`src/rtl/adc_seq.sv`:
```
// adc_seq: conversion sequencer and result collector for the SAR ADC macro.
// Generates registered INIT/SAMP/COMP/UPDATE strobes. Collects comparator
// decisions MSB-first into a result word. Delivers the word over valid/ready.
// Optional feature: define ADC_SEQ_CONT_EN to honour cfg_cont. When it is
// defined, the sequencer restarts back-to-back without start.
module adc_seq #(
    parameter int MAX_BITS = 16,
    parameter int SAMP_W   = 8
) (
    input  logic                clk,
    input  logic                rst,
    input  logic                start,
    input  logic [SAMP_W-1:0]   cfg_samp_len,
    input  logic [4:0]          cfg_ncomp,
    input  logic                cfg_cont,
    input  logic                comp_out,
    output logic                seq_init,
    output logic                seq_samp,
    output logic                seq_comp,
    output logic                seq_update,
    output logic                busy,
    output logic [MAX_BITS-1:0] result,
    output logic                result_valid,
    input  logic                result_ready,
    output logic                overrun
);

    localparam int CNT_W = (MAX_BITS > 1) ? $clog2(MAX_BITS) : 1;

`ifdef ADC_SEQ_CONT_EN
    localparam logic CONT_EN = 1'b1;
`else
    localparam logic CONT_EN = 1'b0;
`endif

    typedef enum logic [2:0] {
        IDLE,
        INIT,
        SAMP,
        COMP,
        UPDATE
    } state_t;

    state_t state, next_state;

    logic [SAMP_W-1:0]   samp_len_q;
    logic [SAMP_W-1:0]   samp_cnt;
    logic [SAMP_W-1:0]   samp_eff;
    logic [CNT_W-1:0]    nm1_q;
    logic [CNT_W-1:0]    nm1_eff;
    logic [CNT_W-1:0]    bit_cnt;
    logic [MAX_BITS-1:0] shreg;
    logic                cont_req;
    logic                last_bit;
    logic                samp_done;
    logic                word_done;
    logic                launch;
    logic                out_free;

    assign cont_req  = CONT_EN & cfg_cont;
    assign last_bit  = (bit_cnt == '0);
    assign samp_done = (samp_cnt == '0);
    assign word_done = (state == UPDATE) && last_bit;
    // INIT is only entered from IDLE on start or from a continuous restart,
    // so this is exactly the configuration latch point.
    assign launch    = (next_state == INIT);
    assign out_free  = !result_valid || result_ready;

    // Clamp the sampling length and comparison count of the incoming config
    always_comb begin
        samp_eff = (cfg_samp_len == '0) ? SAMP_W'(1) : cfg_samp_len;
        if (cfg_ncomp == 5'd0 || int'(cfg_ncomp) > MAX_BITS) begin
            nm1_eff = CNT_W'(MAX_BITS - 1);
        end else begin
            nm1_eff = CNT_W'(int'(cfg_ncomp) - 1);
        end
    end

    // State register
    always_ff @(posedge clk) begin
        if (rst) begin
            state <= IDLE;
        end else begin
            state <= next_state;
        end
    end

    // Next-state logic for the conversion phases
    always_comb begin
        next_state = state;
        case (state)
            IDLE:    if (start) next_state = INIT;
            INIT:    next_state = SAMP;
            SAMP:    if (samp_done) next_state = COMP;
            COMP:    next_state = UPDATE;
            UPDATE: begin
                if (!last_bit) begin
                    next_state = COMP;
                end else if (cont_req) begin
                    next_state = INIT;
                end else begin
                    next_state = IDLE;
                end
            end
            default: next_state = IDLE;
        endcase
    end

    // Config latch, phase counters and decision shift register
    always_ff @(posedge clk) begin
        if (rst) begin
            samp_len_q <= SAMP_W'(1);
            nm1_q      <= '0;
            samp_cnt   <= '0;
            bit_cnt    <= '0;
            shreg      <= '0;
        end else begin
            if (launch) begin
                samp_len_q <= samp_eff;
                nm1_q      <= nm1_eff;
            end
            case (state)
                INIT: begin
                    shreg    <= '0;
                    samp_cnt <= samp_len_q - SAMP_W'(1);
                end
                SAMP: begin
                    if (samp_done) begin
                        bit_cnt <= nm1_q;
                    end else begin
                        samp_cnt <= samp_cnt - SAMP_W'(1);
                    end
                end
                COMP: shreg[bit_cnt] <= comp_out;
                UPDATE: begin
                    if (!last_bit) begin
                        bit_cnt <= bit_cnt - CNT_W'(1);
                    end
                end
                default: ;
            endcase
        end
    end

    // Registered strobes, busy flag and result handshake
    always_ff @(posedge clk) begin
        if (rst) begin
            seq_init     <= 1'b0;
            seq_samp     <= 1'b0;
            seq_comp     <= 1'b0;
            seq_update   <= 1'b0;
            busy         <= 1'b0;
            result       <= '0;
            result_valid <= 1'b0;
            overrun      <= 1'b0;
        end else begin
            seq_init   <= (next_state == INIT);
            seq_samp   <= (next_state == SAMP);
            seq_comp   <= (next_state == COMP);
            seq_update <= (next_state == UPDATE);
            busy       <= (next_state != IDLE);
            overrun    <= 1'b0;
            if (word_done && out_free) begin
                result       <= shreg;
                result_valid <= 1'b1;
            end else if (word_done) begin
                overrun <= 1'b1;
            end else if (result_valid && result_ready) begin
                result_valid <= 1'b0;
            end
        end
    end

endmodule

```
`config.mk`:
```
export PLATFORM = sky130hd
export DESIGN_NAME = adc_seq
export DESIGN_NICKNAME = d
export VERILOG_FILES = /design/src/rtl/adc_seq.sv
export SDC_FILE = /design/constraint.sdc
export NUM_CORES = 1
export LEC_CHECK = 0
export ABC_CLOCK_PERIOD_IN_PS = 3230
export BUFFER_PORTS_ARGS = -buffer_cell sky130_fd_sc_hd__buf_2
export CORE_ASPECT_RATIO = 1.2
export CORE_MARGIN = 2
export CORE_UTILIZATION = 40
export DETAILED_ROUTE_END_ITERATION = 8
export GPL_TIMING_DRIVEN = 0
export PLACE_DENSITY = 0.71
export SYNTH_ARGS = -nofsm -noshare
export SYNTH_HDL_FRONTEND = slang
export SYNTH_SLANG_ARGS = --single-unit
```
`constraint.sdc`:
```
create_clock -name clk -period 3.23 [get_ports clk]
set_clock_uncertainty 0.1 [all_clocks]
set_input_delay 0.1615 -clock clk [delete_from_list [all_inputs] [get_ports clk]]
set_output_delay 0.1615 -clock clk [all_outputs]
set_load 0.02 [all_outputs]
```
# --- Word level (Yosys, flattened, before mapping) ---
# Index checks and enable logic that the tools add are counted.
word_totals:
  ff_bits: 66
  elab_cells: 73
  inputBits: 19
op_classes:
  eq_ne: 12
  magnitude_cmp: 3
  n_addsub: 4
  n_reduce_logical: 21
  mux: 19
ops:
  columns: ["cell", "count"]
  rows:
  - ["$pmux W16 S2", 1]
  - ["$bwmux W16", 1]
  - ["$logic_not A8 Y1", 2]
  - ["$mux W8", 2]
  - ["$pmux W8 S2", 1]
  - ["$sub A8 B1 Y8 const B", 2]
  - ["$pmux W3 S5", 1]
  - ["$eq A3 B2 Y1 const B", 4]
  - ["$mux W4", 3]
  - ["$pmux W4 S2", 1]
  - ["$reduce_bool A2 Y1", 4]
  - ["$sub A4 B1 Y4 const B", 2]
  - ["$eq A3 B1 Y1 const B", 2]
  - ["$eq A3 B3 Y1 const B", 2]
  - ["$mux W3", 2]
  - ["$ne A2 B2 Y1 const B", 3]
  - ["$gt A5 B5 Y1 const B", 1]
  - ["$logic_not A5 Y1", 1]
  - ["$lt A4 B5 Y1 const B", 1]
  - ["$mux W1", 5]
  - ["$demux W1 S4", 1]
  - ["$ge A4 B1 Y1 const B", 1]
  - ["$logic_and A1 B1 Y1", 4]
  - ["$logic_not A4 Y1", 1]
  - ["other kinds (9)", 11]

# --- Depth between registers and ports, before layout ---
# Gate-level depths: netlist (run 1).
depth:
  ltp_word: 6
  depth_mapped: 8

# --- Worst setup path after synthesis (run 1) ---
# Ideal clock, no wire load.
synth_path:
  path_kind: "register to register"
  startpoint: "register state[1]"
  endpoint: "register samp_cnt[4]"
  t_arrival_ns: 2.008
  path_stages_with_launch: 9
  path_slack_ns: 0.985
  t_required_ns: 2.993
  path_cell_list: "dfxtp_1 or3b_1 buf_6 mux2i_1 ha_1 inv_1 or4_1 a21oi_1 a311oi_1"
synth_via:
  elab_chain_len: 3
synth_rtl:
  columns: ["element", "line", "rtl"]
  rows:
  - ["from (decl)", "44", "state_t state, next_state;"]
  - ["from (signal assigned)", "84", "state <= next_state;"]
  - ["$eq A3 B2 Y1 or $eq A3 B1 Y1 (tied branches)", "122", "case (state)"]
  - ["$ne A2 B2 Y1 (no line) or $reduce_bool A2 Y1 (tied branches)", null, null]
  - ["$reduce_and A2 Y1 (no line)", null, null]
  - ["to (signal assigned)", "125", "samp_cnt <= samp_len_q - SAMP_W'(1);"]
  - ["to (signal assigned)", "131", "samp_cnt <= samp_cnt - SAMP_W'(1);"]
  - ["to (decl)", "47", "logic [SAMP_W-1:0] samp_cnt;"]
# Several ways; a longest one is shown, not always the timed one.
# A chain may end at the register's enable or synchronous reset.

# --- Worst setup path after layout (run 1) ---
layout_path:
  startpoint: "register state[2]"
  endpoint: "register samp_cnt[4]"
# The elaborated chain is that of the path after synthesis.

==> out/qor_table.md, run 1 <==
| Item | Value | Unit |
|:---|:---|:---|
| CTS root buffer | clkbuf_8 | - |
| Commonest cells after routing, fill and taps aside | 66 x dfxtp_1, 42 x buf_2, 36 x nor2_1, 36 x a21oi_1, 23 x nand3_1 | - |
| Max-cap violations | 0 | - |
| Top Metal Used | met4 | - |
| Final hold violation count | 0 | - |
| Mapped Avg Cell Area | 8.830 | µm² |
| DRT iter0 DRCs | 113 | - |
| Net count after synthesis | 392 | - |
| Leakage | 1.568 | nW |
| Result of the run | completed | - |
| Flip-flop cell with the highest count after synthesis | dfxtp_1 | - |
| Maximum clock path buffer count | 2 | - |
| Routed length per instance | 15.04 | µm |
| Total gr overflow | 0 | - |
| Wire length of the first global-routing pass | 13.31 | mm |
| Final setup viols | 0 | - |
| Power density over cell area | 548.0 | mW/mm² |
| Synth Warn # | 0 | - |
| Chip width | 86.06 | µm |
| Peak VDD IR | 333.0 | µV |
| Number of antenna-violating nets in the routed design | 0 | - |
| Number of global-route vias before repair | 2833 | - |
| Count of pins over their slew limit | 0 | - |
| Hold_ws | 0.03786 | ns |
| Clock buffer count from CTS | 9 | - |
| Detailed Route WL | 7.836 | mm |
| Die height | 102.5 | µm |
| Share of the core filled with cells | 49.78 | % |
| Die ar. | 0.008818 | mm² |
| Wire length on met2 | 3.804 | mm |
| Launching element type of the critical path | flip-flop | - |
| Via count normalized by instance count | 5.656 | - |
| DP Worst Slack | 0.7462 | ns |
| Final worst setup slack | 0.7184 | ns |
| Post-route minimum period | 2.512 | ns |
| Gate Count Post-Synth | 366 | - |
| Fraction of layout instances using a drive strength above 1 | 17.48 | % |
| Initial antenna violation count | 0 | - |
| Antenna fix cells | 0 | - |
| Number of enable flip-flop cells after synthesis | 0 | - |
| Synth Register Bits | 66 | - |
| R2R depth | 8 | - |
| RSZ-0062 raised after global routing | false | - |
| Total number of H-tree levels | 3 | - |
| Core Region | 0.007751 | mm² |
| Clock edge transition at the registers on the reported setup and hold paths | 0.07 | ns |
| Starting density of the core | 41.69 | % |
| Most common library cell in the layout ignoring fill and taps | dfxtp_1 | - |
| Type of the setup path with the least slack | reg2reg | - |
| Pin count of the biggest net entering global routing | 12 | - |
| Async set-or-reset flop fraction in the synthesized netlist | 0 | % |
| Area grow syn2layout | 19.40 | % |
| Total Power | 2.115 | mW |
| Yosys cell types | 59 | - |
| Post-route non-filler standard cell count | 521 | - |
| Number of placed instances, taps included | 497 | - |
| Port bufs | 39 | - |
| Number of filler cells placed in the layout | 766 | - |
| Worst-skew pair later-pin latency | 0.35 | ns |
| Iteration count of the initial detailed-routing pass | 4 | - |
| Detailed-route via count | 2947 | - |
| Routed met3 length | 368 | µm |
| Total routing usage reported by global routing | 19.61 | % |
| Placed cell areas | 0.003542 | mm² |
| Total standard cell area after synthesis | 0.003232 | mm² |
| Slew at the pin closest to its max-slew limit | 0.6094 | ns |
| Worst hold path depth | 4 | - |
| I/O pin total | 42 | - |
| Standard-cell rows | 35 | - |
| Total Negative Setup Slacks | 0 | ns |
| Data required time of the worst path | 3.35 | ns |
| Max-slew headroom at the worst pin | 59.37 | % |
| Critical Path Sink Type | flip-flop | - |
| Hold WC Path Type | in2reg | - |
| Post-DP HPWL | 5.714 | mm |
| CP Max Fanout | 10 | - |
| Number of buffers inserted to repair setup after CTS | 0 | - |
| Final weighted congestion in routability-driven placement | 0.9609 | - |
| M1 WL | 3.439 | mm |
| Part of the cycle the worst path needs | 77.76 | % |
| Arrival time at the worst endpoint | 2.63 | ns |
| DRC violations left | 0 | - |
| TritonCTS clock tree | built | - |
| Nets@finish | 451 | - |
| CTS Sinks | 66 | - |
| Part of the Yosys area used for sequential elements | 40.88 | % |
| Maximum clock rate | 398.2 | MHz |
| Post-route design area | 0.003859 | mm² |
| Worst reg2reg setup slack | 0.72 | ns |
==> area by class of cell <==
type | instances | area [µm²] | share of cell area [%]
multi-input cells | 264 | 1734 | 44.94
inverters | 10 | 37.54 | 0.9728
flip-flops and latches | 66 | 1321 | 34.24
clock inverters | 4 | 75.07 | 1.946
well taps | 92 | 115.1 | 2.983
repair buffers | 48 | 285.3 | 7.393
plain buffers | 26 | 138.9 | 3.599
clock buffers | 11 | 151.4 | 3.923
==> layer usage <==
layer,global-route usage (%),vias to the layer above
li1,-,1462
met1,23.07,1373
met2,32.44,92
met3,4.443,20
met4,11.97,0
met5,0,-
==> Yosys cell counts, drive strengths merged (10+ instances only) <==
cell type / number / area share, %
inv: 10 / 1.2
a21oi: 36 / 5.6
buf: 13 / 2.8
mux2i: 19 / 5.9
nor2: 36 / 4.2
clkbuf: 13 / 1.5
nor3: 17 / 3.1
nand3: 23 / 3.6
dfxtp: 66 / 41
o211ai: 13 / 3.0
nand2: 21 / 2.4
==> path summary, 6_finish.rpt <==
check / endpoint / start
worst max-delay path: samp_cnt[4]$_SDFFE_PP0P_ / state[2]$_SDFF_PP0_
worst min-delay path: samp_len_q[0]$_SDFFE_PP1N_ / cfg_samp_len[0]
worst max register to register: samp_cnt[4]$_SDFFE_PP0P_ / state[2]$_SDFF_PP0_
worst min register to register: samp_len_q[7]$_SDFFE_PP0N_ / samp_len_q[7]$_SDFFE_PP0N_
==> repair_timing <==
item	CTS	global route
gates resized for setup	0	0
hold endpoints to repair	9	0
hold buffers	9	0
==> flip-flops by register name, indices dropped and copies added, names as in the netlist <==
register	count
seq_update	1
seq_comp	1
samp_len_q	8
busy	1
overrun	1
bit_cnt	4
shreg	16
seq_samp	1
result	16
samp_cnt	8
nm1_q	4
seq_init	1
state	3
result_valid	1
==> power breakdown <==
part / internal, mW / switching (mW) / leakage [nW] / total [mW]
Clock: 0.472 / 0.319 / 0.108 / 0.791
Combinational: 0.164 / 0.255 / 0.924 / 0.419
Sequential: 0.860 / 0.0442 / 0.536 / 0.904
==> critical path, stage by stage, from the launching register on <==
cell and delay, ns:
dfxtp_1 0.33, or3b_1 0.48, buf_6 0.20, mux2i_1 0.20, ha_1 0.27, inv_1 0.11, or4_1 0.50, a21oi_1 0.13
a311oi_1 0.06
==> logic make-up after synthesis <==
kind of cell | after synthesis | synth area share (%)
flip-flops | 66 | 40.88
buffers and inverters | 36 | 5.458
multiplexers | 19 | 5.885
XOR/XNOR | 3 | 0.8132
AO/OA/AOI/OAI | 87 | 18.51
AND/OR/NAND/NOR | 148 | 25.75
adder cells (fa/ha/maj) | 7 | 2.710
(Power assumes the default switching activity.)
==> run 2: changes to the inputs <==
--- a/config.mk
+++ b/config.mk
@@ -5,7 +5,7 @@
 export SDC_FILE = /design/constraint.sdc
 export NUM_CORES = 1
 export LEC_CHECK = 0
-export ABC_CLOCK_PERIOD_IN_PS = 3230
+export ABC_CLOCK_PERIOD_IN_PS = 2600
 export BUFFER_PORTS_ARGS = -buffer_cell sky130_fd_sc_hd__buf_2
 export CORE_ASPECT_RATIO = 1.2
 export CORE_MARGIN = 2
==> constraint.sdc (replaced) <==
create_clock -name clk -period 2.6 [get_ports clk]
set_clock_uncertainty 0.1 [all_clocks]
set_input_delay 0.13 -clock clk [delete_from_list [all_inputs] [get_ports clk]]
set_output_delay 0.13 -clock clk [all_outputs]
set_load 0.02 [all_outputs]
==> run 2 against run 1 <==
  * Sequential share of layout area shrank 0.11 points
  * Non-clock buffer count increased by 1
  * Register-to-register slack worse by 0.61 ns
  * Sequential power grew 24%
  * Final area rose by 0.32%
  * Wire length increased by 0.59%
  * Critical path type unchanged
  * Highest routed layer unchanged
  * Global-route usage rose by 0.084 points
  * Combinational power rose by 25%
  * First-iteration DRC count is 6.2% lower
  * Die area is the same
  * Clock power up 24%
  * Worst setup slack worse by 0.61 ns
==> out/qor_table.md, run 2 (synthesis results as in run 1) <==
| Item | Value | Unit |
|:---|:---|:---|
| Result of the run | completed | - |
| Die ar. | 0.008818 | mm² |
| Gate family responsible for the most delay along the worst path | simple AND/OR/NAND/NOR gates | - |
| Most common library cell in the layout ignoring fill and taps | dfxtp_1 | - |
| Nets@finish | 452 | - |
| Detailed-route via count | 2964 | - |
| Post-route minimum period | 2.494 | ns |
| CTS Sinks | 66 | - |
| Die height | 102.5 | µm |
| Launching element type of the critical path | flip-flop | - |
| Starting density of the core | 41.69 | % |
| Fraction of layout instances using a drive strength above 1 | 17.67 | % |
| Top Registers | result (16), shreg (16) | - |
| RSZ-0062 raised after global routing | false | - |
| Core Region | 0.007751 | mm² |
| Number of antenna-violating nets in the routed design | 0 | - |
| Cell with the largest stage delay on the worst path | or4_1 | - |
| Clock edge transition at the registers on the reported setup and hold paths | 0.07 | ns |
| Maximum clock path buffer count | 2 | - |
| Detailed Route WL | 7.882 | mm |
| Antenna fix cells | 0 | - |
| Clock buffer count from CTS | 9 | - |
| I/O pin total | 42 | - |
| Iteration count of the initial detailed-routing pass | 4 | - |
| Area grow syn2layout | 19.78 | % |
| Commonest cells after routing, fill and taps aside | 66 x dfxtp_1, 42 x buf_2, 36 x nor2_1, 36 x a21oi_1, 23 x nand3_1 | - |
| DRT iter0 DRCs | 106 | - |
| Post-DP HPWL | 5.714 | mm |
| Setup crit start | state[1]$_SDFF_PP0_ | - |
| R2R depth | 8 | - |
| CTS root buffer | clkbuf_8 | - |
| Post-route non-filler standard cell count | 522 | - |
| Number of global-route vias before repair | 2842 | - |
| Launch instance of the worst register-to-register path | state[1]$_SDFF_PP0_ | - |
| Part of the cycle the worst path needs | 95.92 | % |
| Slew at the pin closest to its max-slew limit | 0.6125 | ns |
| Largest stage delay on the critical path | 0.49 | ns |
| Total number of H-tree levels | 3 | - |
| Worst setup endpoint | samp_cnt[4]$_SDFFE_PP0P_ | - |
| Wire length of the first global-routing pass | 13.37 | mm |
| Total Negative Setup Slacks | 0 | ns |
| Total gr overflow | 0 | - |
| Cell-by-cell listing of the critical path | or3b_1 > buf_6 > mux2i_1 > ha_2 > inv_1 > or4_1 > a21oi_1 > a311oi_1 | - |
| Number of placed instances, taps included | 497 | - |
| Routed length per instance | 15.10 | µm |
| Final weighted congestion in routability-driven placement | 0.9609 | - |
| Worst reg2reg setup slack | 0.11 | ns |
| Maximum clock rate | 401.0 | MHz |
| TritonCTS clock tree | built | - |
| Type of the setup path with the least slack | reg2reg | - |
| Leakage | 1.571 | nW |
| Via count normalized by instance count | 5.678 | - |
| Hold WC Path Type | in2reg | - |
| Final setup viols | 0 | - |
| Capture point of the worst reg-to-reg path | samp_cnt[4]$_SDFFE_PP0P_ | - |
| Initial antenna violation count | 0 | - |
| Power density over cell area | 678.9 | mW/mm² |
| Max-cap violations | 0 | - |
| Peak VDD IR | 413.2 | µV |
| Max-slew headroom at the worst pin | 59.17 | % |
| Pin count of the biggest net entering global routing | 12 | - |
| Post-route design area | 0.003871 | mm² |
| Placed cell areas | 0.003542 | mm² |
| Chip width | 86.06 | µm |
| Critical Path Sink Type | flip-flop | - |
| Standard-cell rows | 35 | - |
| Logic depth of the worst setup path including buffers | 8 | - |
| Count of pins over their slew limit | 0 | - |
| Number of filler cells placed in the layout | 764 | - |
| Number of buffers inserted to repair setup after CTS | 0 | - |
| CP Max Fanout | 10 | - |
| Final hold violation count | 0 | - |
| Port bufs | 39 | - |
| Worst Path Buf+Inv | 2 | - |
| Worst-skew pair later-pin latency | 0.35 | ns |
| Data required time of the worst path | 2.71 | ns |
| Total routing usage reported by global routing | 19.69 | % |
| Arrival time at the worst endpoint | 2.61 | ns |
| DRC violations left | 0 | - |
==> run 2: final cells by class <==
| type | instances | area, µm² | share of cell area (%) |
|---|---|---|---|
| Buffer | 26 | 138.9 | 3.588 |
| Clock buffer | 11 | 151.4 | 3.911 |
| Clock inverter | 4 | 75.07 | 1.939 |
| Inverter | 10 | 37.54 | 0.9696 |
| Multi-Input combinational cell | 264 | 1737 | 44.86 |
| Sequential cell | 66 | 1321 | 34.13 |
| Tap cell | 92 | 115.1 | 2.973 |
| Timing Repair Buffer | 49 | 295.3 | 7.628 |
==> run 2: worst min path at each step <==
| stage | from | end | cells past startpoint |
|---|---|---|---|
| final | cfg_ncomp[3] | nm1_q[3]$_SDFFE_PP0N_ | 3 |
| after global routing | cfg_ncomp[3] | nm1_q[3]$_SDFFE_PP0N_ | 3 |
| after CTS | cfg_ncomp[3] | nm1_q[3]$_SDFFE_PP0N_ | 3 |
| after detailed placement | start | seq_init$_SDFF_PP0_ | 3 |
| after global placement | cfg_samp_len[5] | samp_len_q[5]$_SDFFE_PP0N_ | 3 |
| after floorplan | rst | state[1]$_SDFF_PP0_ | 1 |
==> run 2: layer usage <==
layer | up-vias | share of wire [%] | wire length (µm) | global-route usage [%]
met1 | 1403 | 44 | 3455 | 23.17
met3 | 13 | 4.7 | 371 | 4.443
met4 | 0 | 2.0 | 155 | 11.97
met2 | 85 | 49 | 3899 | 32.62
li1 | 1463 | - | - | -
met5 | - | 0 | 0 | 0
==> run 2: where the power goes <==
group / total, mW / internal, mW / switching (mW) / leakage, nW
clock: 0.983 / 0.587 / 0.396 / 0.108
combinational: 0.523 / 0.206 / 0.317 / 0.927
sequential: 1.12 / 1.07 / 0.0545 / 0.536
==> run 2: what timing repair did <==
action / CTS / global route
endpoints found under the setup margin: 0 / 1
hold buffers: 10 / 0
hold endpoints to repair: 10 / 0
resized for setup: 0 / 1
==> run 2: through the flow <==
step / utilization [%] / total power [mW] / worst slack (ns) / hold WS (ns)
2_1_floorplan: - / 1.518 / 0.3553 / 0.1184
3_3_place_gp: 45.70 / 1.638 / 0.1377 / 0.2842
3_5_place_dp: 45.70 / 1.647 / 0.1162 / 0.2851
4_1_cts: 49.91 / 2.645 / 0.1018 / 0.00005329
5_1_grt: 49.94 / 2.762 / 0.003674 / 0.01545
6_report: 49.94 / 2.628 / 0.1062 / 0.009352
==> run 2: worst reg2reg max path, cell delays in order, from the launching register on <==
cell and delay [ns]:
dfxtp_1 0.34, or3b_1 0.47, buf_6 0.20, mux2i_1 0.21, ha_2 0.26, inv_1 0.09
or4_1 0.49, a21oi_1 0.13, a311oi_1 0.06
==> run 3: changes to the inputs <==
--- a/config.mk
+++ b/config.mk
@@ -10,6 +10,7 @@
 export CORE_ASPECT_RATIO = 1.2
 export CORE_MARGIN = 2
 export CORE_UTILIZATION = 40
+export CTS_BUF_LIST = sky130_fd_sc_hd__clkbuf_4
 export DETAILED_ROUTE_END_ITERATION = 8
 export GPL_TIMING_DRIVEN = 0
 export PLACE_DENSITY = 0.71
==> run 3 against run 2 <==
  * Combinational power rose by 2%
  * Sequential cell count unchanged
  * Wire length increased by 0.48%
  * Critical path type unchanged
  * Critical path depth unchanged
  * Global-route usage decreased by 0.15 points
  * Total power shrank 8.3%
  * Worst setup slack improved by 0.068 ns
==> out/qor_table.md, run 3 (synthesis results as in run 1) <==
| Item | Value | Unit |
|:---|:---|:---|
| Met1 routing resource usage after global routing | 23.12 | % |
| Initial antenna violation count | 0 | - |
| Peak VDD IR | 319.8 | µV |
| Clock edge transition at the registers on the reported setup and hold paths | 0.11 | ns |
| Post-route design area | 0.003857 | mm² |
| Total number of H-tree levels | 3 | - |
| DRT iter0 DRCs | 104 | - |
| Total Negative Setup Slacks | 0 | ns |
| Core Region | 0.007751 | mm² |
| Placed cell areas | 0.003542 | mm² |
| Worst-skew pair later-pin latency | 0.43 | ns |
| Chip width | 86.06 | µm |
| CTS root buffer | clkbuf_4 | - |
| Data required time of the worst path | 2.80 | ns |
| TritonCTS clock tree | built | - |
| Portion of total power attributed to the clock network | 31.3 | % |
| Iteration count of the initial detailed-routing pass | 4 | - |
| Starting density of the core | 41.69 | % |
| Met2 track demand over resource | 32.86 | % |
| Power density over cell area | 624.7 | mW/mm² |
| Sw power | 749.4 | µW |
| CTS Sinks | 66 | - |
| Antenna fix cells | 0 | - |
| Top Registers | result (16), shreg (16) | - |
| RSZ-0062 raised after global routing | false | - |
| Area grow syn2layout | 19.36 | % |
| Result of the run | completed | - |
| Max-cap violations | 0 | - |
| Worst hold path depth | 4 | - |
| Met3 track utilization from global routing | 4.766 | % |
| CP Max Fanout | 10 | - |
| Number of global-route vias before repair | 2873 | - |
| Type of the setup path with the least slack | reg2reg | - |
| Commonest cells after routing, fill and taps aside | 66 x dfxtp_1, 42 x buf_2, 36 x nor2_1, 36 x a21oi_1, 23 x nand3_1 | - |
| DRC violations left | 0 | - |
| Pin count of the biggest net entering global routing | 12 | - |
| I/O pin total | 42 | - |
| Die ar. | 0.008818 | mm² |
| Total gr overflow | 0 | - |
| Number of buffers inserted to repair setup after CTS | 0 | - |
| Hold WC Path Type | in2reg | - |
| Clock buffer count from CTS | 9 | - |
| Number of filler cells placed in the layout | 759 | - |
| Cell-by-cell listing of the critical path | or3b_4 > buf_6 > mux2i_1 > ha_2 > inv_1 > or4_1 > a21oi_1 > a311oi_1 | - |
| Routed length per instance | 15.00 | µm |
| Standard-cell rows | 35 | - |
| Wire length of the first global-routing pass | 13.37 | mm |
| Final hold violation count | 0 | - |
| Port bufs | 39 | - |
| Internal power of the cells | 1.660 | mW |
| Post-route minimum period | 2.426 | ns |
| Nets@finish | 458 | - |
| Fraction of power consumed by combinational cells | 22.1 | % |
| Part of the cycle the worst path needs | 93.31 | % |
| Slew at the pin closest to its max-slew limit | 0.6241 | ns |
| Final setup viols | 0 | - |
| Maximum clock path buffer count | 2 | - |
| Max-slew headroom at the worst pin | 58.39 | % |
| Detailed Route WL | 7.920 | mm |
| Number of antenna-violating nets in the routed design | 0 | - |
| Most common library cell in the layout ignoring fill and taps | dfxtp_1 | - |
| Final weighted congestion in routability-driven placement | 0.9609 | - |
| Maximum clock rate | 412.2 | MHz |
| Area of the multi-input gates | 0.001739 | mm² |
| Count of pins over their slew limit | 0 | - |
| R2R depth | 8 | - |
| Largest stage delay on the critical path | 0.49 | ns |
| Switch share | 31.10 | % |
| Die height | 102.5 | µm |
| Arrival time at the worst endpoint | 2.63 | ns |
| Critical Path Sink Type | flip-flop | - |
| Cell with the largest stage delay on the worst path | or4_1 | - |
| GRT busiest layer | met2 | - |
| Fraction of layout instances using a drive strength above 1 | 17.20 | % |
| Total routing usage reported by global routing | 19.54 | % |
| Launching element type of the critical path | flip-flop | - |
| Leakage | 1.563 | nW |
| Detailed-route via count | 2966 | - |
| Register area | 0.001321 | mm² |
| Via count normalized by instance count | 5.617 | - |
| Sequential group share of total power | 46.5 | % |
| Post-DP HPWL | 5.714 | mm |
run 3: changes by cell type in the layout (fill, tap and decap cells not counted):
cell,before,now
clkbuf_4,0,9
clkinv_1,0,2
dlygate4sd3_1,10,16
clkbuf_8,11,0
or3b_1,2,1
or3b_4,1,2
run 3: area by class of cell:
cell class	count	share of cell area, %
flip-flops and latches	66	34.25
plain buffers	26	3.600
repair buffers	55	9.212
multi-input cells	264	45.09
inverters	10	0.9731
clock buffers	9	1.752
clock inverters	6	2.141
well taps	92	2.984
run 3: stage by stage:
step                cells  hold slack (ns)  worst slack (ns)  power [mW]  util, %
floorplan             366           0.1184            0.3553       1.518        -
global placement      497           0.2842            0.1377       1.638    45.70
detailed placement    497           0.2851            0.1162       1.647    45.70
CTS                   528        0.0005257            0.1022       2.414    49.70
global route          528          0.02486           0.08642       2.530    49.77
finish                528          0.01372            0.1739       2.410    49.77
run 3: routing by layer:
metal | up-vias | wire, µm
li1 | 1480 | -
met1 | 1364 | 3409
met2 | 104 | 3829
met3 | 18 | 483
met4 | 0 | 198
met5 | - | 0
run 3: path summary, 6_finish.rpt:
| path | to | slack (ns) | startpoint |
|---|---|---|---|
| max | samp_cnt[4]$_SDFFE_PP0P_ | 0.17 | state[1]$_SDFF_PP0_ |
| min | nm1_q[0]$_SDFFE_PP0N_ | 0.01 | cfg_ncomp[0] |
| max reg2reg | samp_cnt[4]$_SDFFE_PP0P_ | 0.17 | state[1]$_SDFF_PP0_ |
| min reg2reg | samp_len_q[7]$_SDFFE_PP0N_ | 0.38 | samp_len_q[7]$_SDFFE_PP0N_ |
run 3: timing repair:
action                                 in CTS  in global routing
endpoints found under the hold margin      25                  0
resized for setup                           0                  2
setup endpoints to repair                   0                  1
hold buffers                               16                  0
run 3: critical path: cells and delay by family, from the launching register on:
family / cells / cell delay [ns]
adder cells (fa/ha/maj): 1 / 0.26
multiplexers: 1 / 0.21
flip-flops: 1 / 0.35
buffers and inverters: 2 / 0.26
AND/OR/NAND/NOR: 2 / 0.92
AO/OA/AOI/OAI: 2 / 0.19
run 3: power groups by stage:
| stage | Combinational (mW) | Sequential [mW] | Clock, mW |
|---|---|---|---|
| floorplan | 0.375 | 1.14 | 0 |
| global placement | 0.497 | 1.14 | 0 |
| detailed placement | 0.504 | 1.14 | 0 |
| CTS | 0.526 | 1.12 | 0.767 |
| global route | 0.587 | 1.13 | 0.811 |
| finish | 0.534 | 1.12 | 0.754 |
